$ cat config.mk
export PLATFORM = sky130hd
export DESIGN_NAME = mydiv
export DESIGN_NICKNAME = d
export VERILOG_FILES = /design/src/rtl/mydiv.sv
export SDC_FILE = /design/constraint.sdc
export NUM_CORES = 1
export LEC_CHECK = 0
export CAP_MARGIN = 20
export CORE_ASPECT_RATIO = 0.6
export CORE_MARGIN = 4
export CORE_UTILIZATION = 48
export DETAILED_ROUTE_END_ITERATION = 6
export GPL_TIMING_DRIVEN = 0
export PLACE_DENSITY_LB_ADDON = 0.08
export SLEW_MARGIN = 30
export SYNTH_ARGS = -nofsm -noshare
export SYNTH_HDL_FRONTEND = slang
export SYNTH_SLANG_ARGS = --single-unit
$ cat constraint.sdc
create_clock -name clk -period 2.3 [get_ports clk]
set_input_delay 0.69 -clock clk [delete_from_list [all_inputs] [get_ports clk]]
set_output_delay 0.69 -clock clk [all_outputs]
set_load 0.01 [all_outputs]
$ cat src/rtl/mydiv.sv
// mydiv: sequential restoring divider, one quotient bit per clock; define MYDIV_SIGNED_EN for two's-complement operands
module mydiv #(
  parameter int WIDTH = 8
) (
  input  logic             clk,
  input  logic             rst_n,
  input  logic             start,
  input  logic [WIDTH-1:0] dividend,
  input  logic [WIDTH-1:0] divisor,
  output logic             busy,
  output logic             done,
  output logic [WIDTH-1:0] quotient,
  output logic [WIDTH-1:0] remainder,
  output logic             div_by_zero
);
  localparam int CW = $clog2(WIDTH);
  typedef enum logic [1:0] {IDLE, CALC, DONE} state_t;
  state_t           state;
  logic [CW-1:0]    cnt;
  logic [WIDTH:0]   pr;
  logic [WIDTH-1:0] dq;
  logic [WIDTH-1:0] d;
  logic [WIDTH+1:0] trial;
  logic             ge;
  logic [WIDTH:0]   npr;
  logic [WIDTH-1:0] ndq;
  logic [WIDTH-1:0] a_mag;
  logic [WIDTH-1:0] b_mag;
  logic [WIDTH-1:0] q_fin;
  logic [WIDTH-1:0] r_fin;
  // dq holds the not-yet-consumed dividend bits in its top and the growing quotient in its bottom
  assign trial = {pr, dq[WIDTH-1]} - {2'b0, d};
  assign ge    = !trial[WIDTH+1];
  assign npr   = ge ? trial[WIDTH:0] : {pr[WIDTH-1:0], dq[WIDTH-1]};
  assign ndq   = {dq[WIDTH-2:0], ge};
`ifdef MYDIV_SIGNED_EN
  logic q_neg;
  logic r_neg;
  assign a_mag = dividend[WIDTH-1] ? -dividend : dividend;
  assign b_mag = divisor[WIDTH-1] ? -divisor : divisor;
  assign q_fin = q_neg ? -ndq : ndq;
  assign r_fin = r_neg ? -npr[WIDTH-1:0] : npr[WIDTH-1:0];
  always_ff @(posedge clk or negedge rst_n)
    if (!rst_n) {q_neg, r_neg} <= '0;
    else if (state == IDLE && start) {q_neg, r_neg} <= {dividend[WIDTH-1] ^ divisor[WIDTH-1], dividend[WIDTH-1]};
`else
  assign a_mag = dividend;
  assign b_mag = divisor;
  assign q_fin = ndq;
  assign r_fin = npr[WIDTH-1:0];
`endif
  always_ff @(posedge clk or negedge rst_n)
    if (!rst_n) begin
      state       <= IDLE;
      cnt         <= '0;
      pr          <= '0;
      dq          <= '0;
      d           <= '0;
      busy        <= 1'b0;
      done        <= 1'b0;
      quotient    <= '0;
      remainder   <= '0;
      div_by_zero <= 1'b0;
    end else begin
      case (state)
        IDLE: if (start) begin
          busy        <= 1'b1;
          cnt         <= CW'(WIDTH - 1);
          pr          <= '0;
          dq          <= a_mag;
          d           <= b_mag;
          div_by_zero <= divisor == '0;
          if (divisor == '0) begin
            state     <= DONE;
            done      <= 1'b1;
            quotient  <= '1;
            remainder <= dividend;
          end else state <= CALC;
        end
        CALC: begin
          pr  <= npr;
          dq  <= ndq;
          cnt <= cnt - 1'b1;
          if (cnt == '0) begin
            state     <= DONE;
            done      <= 1'b1;
            quotient  <= q_fin;
            remainder <= r_fin;
          end
        end
        DONE: begin
          state <= IDLE;
          done  <= 1'b0;
          busy  <= 1'b0;
        end
        default: state <= IDLE;
      endcase
    end
endmodule

After elaboration in Yosys (flattened, before gate mapping)
Cells that the tools add are included.
{ "word_totals": {"register_bits": 49, "in_bits": 19, "output_inout_bits": 19, "elab_cells": 55} }
{ "classes": {"add_sub_neg": 2, "n_eq_ne": 5, "muxes": 25, "n_reduce_logical": 13} }
{ "op_table": {"columns": ["op", "n"], "rows": [
  ["8-bit two-way mux", 7],
  ["8-bit case mux with 2 select lines", 3],
  ["9-bit two-way mux", 2],
  ["9-bit case mux with 2 select lines", 1],
  ["10-bit by 8-bit subtractor with 10-bit output", 1],
  ["8-bit zero test", 1],
  ["2-bit AND reduction", 4],
  ["4-bit AND reduction", 2],
  ["2-bit two-way mux", 3],
  ["2-bit != test (second input constant)", 3],
  ["3-bit case mux with 2 select lines", 1],
  ["1-bit two-way mux", 4],
  ["2-bit case mux with 2 select lines", 1],
  ["2-bit nonzero test", 2],
  ["3-bit zero test", 1],
  ["3-bit two-way mux", 1],
  ["1-bit case mux with 3 select lines", 1],
  ["3-bit nonzero test", 1],
  ["3-bit by 1-bit subtractor with 3-bit output (second input constant)", 1],
  ["2-bit by 1-bit == test with 1-bit output (second input constant)", 1],
  ["2-bit == test (second input constant)", 1],
  ["2-bit zero test", 1],
  ["1-bit case mux with 2 select lines", 1],
  ["1-bit zero test", 1]
]} }

Logic depth before layout (Yosys ltp)
{ "logic_depth": {"depth_word": 4, "depth_mapped": 10, "mapped_depth_nobuf": 10} }

Worst setup path before layout
OpenSTA, ideal clock, no wires.
{ "synth_timing": {"path_type": "reg2reg", "from": "register pr[2]", "to": "register remainder[4]", "setup_ns": 0.081, "arrival_time_ns": 2.298, "required_ns": 2.219, "path_slack_ns": -0.080, "path_stages_with_launch": 8, "path_buffers": 0, "synth_period_minus_slack_ns": 2.380, "cell_sequence": "dfrtp_1 > ha_1 > and2_4 > a221oi_2 > nand2_1 > a221o_1 > or4_4 > a31oi_2"} }
{ "synth_between": {"elab_chain_len": 4} }
{ "synth_rtl": {"columns": ["element", "line_no", "source"], "rows": [
  ["from (decl)", "20", "logic [WIDTH:0] pr;"],
  ["from (signal assigned)", "81", "pr <= npr;"],
  ["10-bit by 8-bit subtractor with 10-bit output", "32", "assign trial = {pr, dq[WIDTH-1]} - {2'b0, d};"],
  ["9-bit two-way mux", "34", "assign npr = ge ? trial[WIDTH:0] : {pr[WIDTH-1:0], dq[WIDTH-1]};"],
  ["8-bit two-way mux", "84", "if (cnt == '0) begin"],
  ["8-bit case mux with 2 select lines", "65", "case (state)"],
  ["to (signal assigned)", "77", "remainder <= dividend;"],
  ["to (signal assigned)", "88", "remainder <= r_fin;"],
  ["to (decl)", "13", "output logic [WIDTH-1:0] remainder,"]
]} }
No other way between the ends. The select of a mux whose other input is x is not followed.
A chain may end at the register's enable or synchronous reset.

Worst setup path in the final report
Ends and elaborated chain as after synthesis.

==> results <==
- Setup repair after global routing could not meet its margin everywhere.
- The type of the worst setup path is reg2reg.
- The class of the tightest hold or removal check is in2async.
- At the pin with the least slew margin, the transition time is 632 ps.
- Buffers placed on the I/O ports in this run total 37.
- The layer flagged by global routing as most heavily used is met1.
- Global routing consumed, on the met1 layer, 35.6% of the routing resources.
- Counting distinct cell types in the post-synthesis netlist gives 44.
- The hold violation total from the final report is 0.
- In this run, post-CTS hold repair placed 0 buffers.
- The tree built by TritonCTS fans out to 49 sinks.
- The clock passes through at most 2 buffers.
- TritonCTS built the clock tree.
- The synthesized net count is 296.
- The top cell types in the final layout, fill and taps aside, are sky130_fd_sc_hd__nand2_1, sky130_fd_sc_hd__dfrtp_1, sky130_fd_sc_hd__clkdlybuf4s50_1.
- After layout, the minimum clock period comes to 2460 ps.
- STA puts the critical path data arrival time at 2700 ps.
- The worst endpoint required time is 2540 ps.
- CTS placed an instance of sky130_fd_sc_hd__clkbuf_8 at the clock tree root.
- The flow ran to the end, but the final reports show violations.
- The violation count after the first detailed-route iteration is 161.
- The multi-input combinational cells in the finished layout cover a total of 1370 um2.
- The fill cell total of the finished layout is 359.
- The final non-filler cell total is 391.
- The height of the die is 63.3 um.
- The cell area after synthesis is 2450 um2.
- For this run, the total global-route usage over all layers was measured as 23.3%.
- The post-placement cell count is 366.
- The share of flip-flops with an asynchronous set or reset is 100%.
- The count of vias placed by the detailed router is 2264.
- The number of diodes is 0.
- The checks that failed: setup timing.
- The synthesized flop and latch total is 49.
- The post-synthesis cell count is 266.
- The via count of the first global-routing pass came to 2174.
- Power spread over the standard cell area amounts to 1790 nW/um2.
- After detailed routing, the average wire length per cell comes to 18.1 um.
- The clock arrives with 8.69 ps of skew.
- Setup violations remaining at the end of the flow were counted as 14.
- The count of warnings emitted by yosys is 0.
- The post-route netlist has 22.9% of its cells at a drive strength greater than 1.
- The nature of the critical path startpoint is a register.
- Clock-pin slew was measured on the worst setup and hold paths at 90 ps.
- Of all nets on the critical path, the largest fanout is 8.
- Summed over all layers, the routed wires come to 7060 um.
- In this run the number of H-tree levels came out at 2.
- At the end of the flow the core is filled with cells to 71.9%.
- The final worst-path cycle share is 107%.
- The total I/O pin count is 38.
- Each instance of the synthesized netlist takes up on average 9.21 um2.
- The initial utilization of the core area, before any placement, comes to 51.5%.
- The share of the yosys chip area belonging to registers is 50.1%.
- The completed layout was analyzed and its total power is 6.11 mW.
- The number of antenna violations at the first check in global routing is 0.
- The met2 usage in global routing is 33.3%.
- The die covers 6350 um2.
- The most instantiated flip-flop cell in the synthesis netlist is sky130_fd_sc_hd__dfrtp_1.
- The number of clock buffers inserted by TritonCTS is 5.
- The most frequent standard cell in the layout excluding fill and tap cells is sky130_fd_sc_hd__nand2_1.
- The sequential cell area is 1230 um2.
- The total overflow left after global routing is 0.
- The pin count of the biggest net entering global routing is 50.
- For this run, design rule violations remaining after detail routing come to 0.
- The setup slack of the critical path after layout is -160 ps.
- The number of enable flip-flop cells after synthesis is 0.
- The aggregate negative setup slack is -1090 ps.
- The global-route wire length before repair is 11500 um.
- Across the run, the number of max-cap violations was 0.
- The later pin in the worst-skew pair is clocked with a latency of 310 ps.
- The detailed-route vias per instance is 5.79.
- The net count reported at finish is 357.
- The cell leakage power is 1.47 nW.
- VDD sags by at most 0.861 mV.
- Before CTS, the worst setup slack after placement is -792 ps.
- The final antenna-violating net count is 0.
- For this run, the detailed router's first-pass iteration total came to 4.
- The weighted congestion at the end of routability-driven global placement is 0.850.
- The width of the chip is 100 um.
- The number of rows in the core area is 19.
- The worst setup path is captured at a register.
- Static timing analysis puts the maximum clock frequency at 406 MHz.
- Measured against its own limit, the worst slew margin works out to 57.8%.
- Relative to the synthesized area, the layout overhead comes to 39.5%.
- Detailed placement ended at an HPWL of 4630 um.
- The core region is 4750 um2.
- The number of max-slew violations in the final report is 0.
- The global routing usage on met3 is 4.96%.
==> layer usage <==
metal  vias up  share of wire, %
met2        59                43
met3        11               6.2
met5         -                 0
met1      1138                50
li1       1056                 -
met4         0               1.3
==> state kept, by name, summed over array words and instances, names as in the netlist <==
| register | count |
|---|---|
| pr | 9 |
| dq | 8 |
| cnt | 3 |
| remainder | 8 |
| done | 1 |
| div_by_zero | 1 |
| d | 8 |
| quotient | 8 |
| busy | 1 |
| state | 2 |
==> through the flow <==
stage	hold WS (ps)	area, um2
CTS	420	3330
floorplan	394	2470
global placement	460	2920
finish	387	3420
detailed placement	470	2920
global route	429	3420
==> area by class of cell <==
type,instances,area share (%)
Inverter,14,1.68
Multi-Input combinational cell,190,40.0
Buffer,13,2.56
Tap cell,63,2.31
Sequential cell,49,35.9
Timing Repair Buffer,54,15.1
Clock buffer,8,2.34
==> kinds of logic (layout without fill, tap and decap cells) <==
| group | Yosys count | after routing | share of synthesized area [%] |
|---|---|---|---|
| compound gates | 71 | 71 | 18.4 |
| xor+xnor | 4 | 4 | 1.43 |
| fa+ha+maj | 11 | 11 | 5.92 |
| buf+inv | 27 | 89 | 4.24 |
| flops | 49 | 49 | 50.1 |
| mux | 3 | 3 | 1.28 |
| simple gates | 101 | 101 | 18.6 |
==> timing repair <==
item	4_1_cts	5_1_grt
gates resized for setup	52	18
pin swaps	13	12
setup endpoints to repair	38	30
setup buffers	15	3
cloned	1	1
==> power by group <==
part / total, mW / switching [mW] / internal, mW / leakage (nW)
Clock: 0.501 / 0.284 / 0.217 / 0.0395
Sequential: 1.57 / 0.273 / 1.29 / 0.573
Combinational: 4.04 / 2.11 / 1.93 / 0.861
Total: 6.11 / 2.67 / 3.44 / 1.47
==> synthesized netlist by cell type, types with 3 or more instances <==
cell type	count	area share, %
sky130_fd_sc_hd__buf_1	3	0.46
sky130_fd_sc_hd__clkbuf_1	8	1.2
sky130_fd_sc_hd__or3_1	4	1.0
sky130_fd_sc_hd__a21oi_1	11	2.2
sky130_fd_sc_hd__nand2_1	51	7.8
sky130_fd_sc_hd__dfrtp_1	49	50
sky130_fd_sc_hd__ha_1	10	5.1
sky130_fd_sc_hd__a31oi_1	11	2.8
sky130_fd_sc_hd__nor2_1	16	2.5
sky130_fd_sc_hd__nor2b_1	6	1.5
sky130_fd_sc_hd__nand3_1	14	2.9
sky130_fd_sc_hd__a21o_1	4	1.2
sky130_fd_sc_hd__o211ai_1	4	1.2
sky130_fd_sc_hd__inv_1	13	2.0
sky130_fd_sc_hd__or4_1	3	0.92
sky130_fd_sc_hd__xnor2_1	3	1.1
sky130_fd_sc_hd__o21ai_0	24	4.9
sky130_fd_sc_hd__a211oi_1	3	0.92
==> path summary, 6_finish.rpt <==
path / end / cells after the start / startpoint / slack [ps]
max: remainder[4]$_DFFE_PN0P_ / 7 / pr[2]$_DFFE_PN0P_ / -160
min: busy$_DFFE_PN0P_ / 1 / rst_n / 390
max reg2reg: remainder[4]$_DFFE_PN0P_ / 7 / pr[2]$_DFFE_PN0P_ / -160
min reg2reg: cnt[0]$_DFFE_PN0P_ / 1 / cnt[0]$_DFFE_PN0P_ / 480
max in group asynchronous: pr[0]$_DFFE_PN0P_ / 1 / rst_n / 1440
min in group clk: cnt[0]$_DFFE_PN0P_ / 1 / cnt[0]$_DFFE_PN0P_ / 480
==> worst max-delay path: stages (launching register included) <==
cell and delay, ps:
sky130_fd_sc_hd__dfrtp_2 430, sky130_fd_sc_hd__ha_4 270, sky130_fd_sc_hd__and2_4 160, sky130_fd_sc_hd__o211ai_1 180, sky130_fd_sc_hd__a21bo_1 240, sky130_fd_sc_hd__a221o_2 450
sky130_fd_sc_hd__or4_4 520, sky130_fd_sc_hd__a31oi_2 130
(Power assumes the default switching activity.)
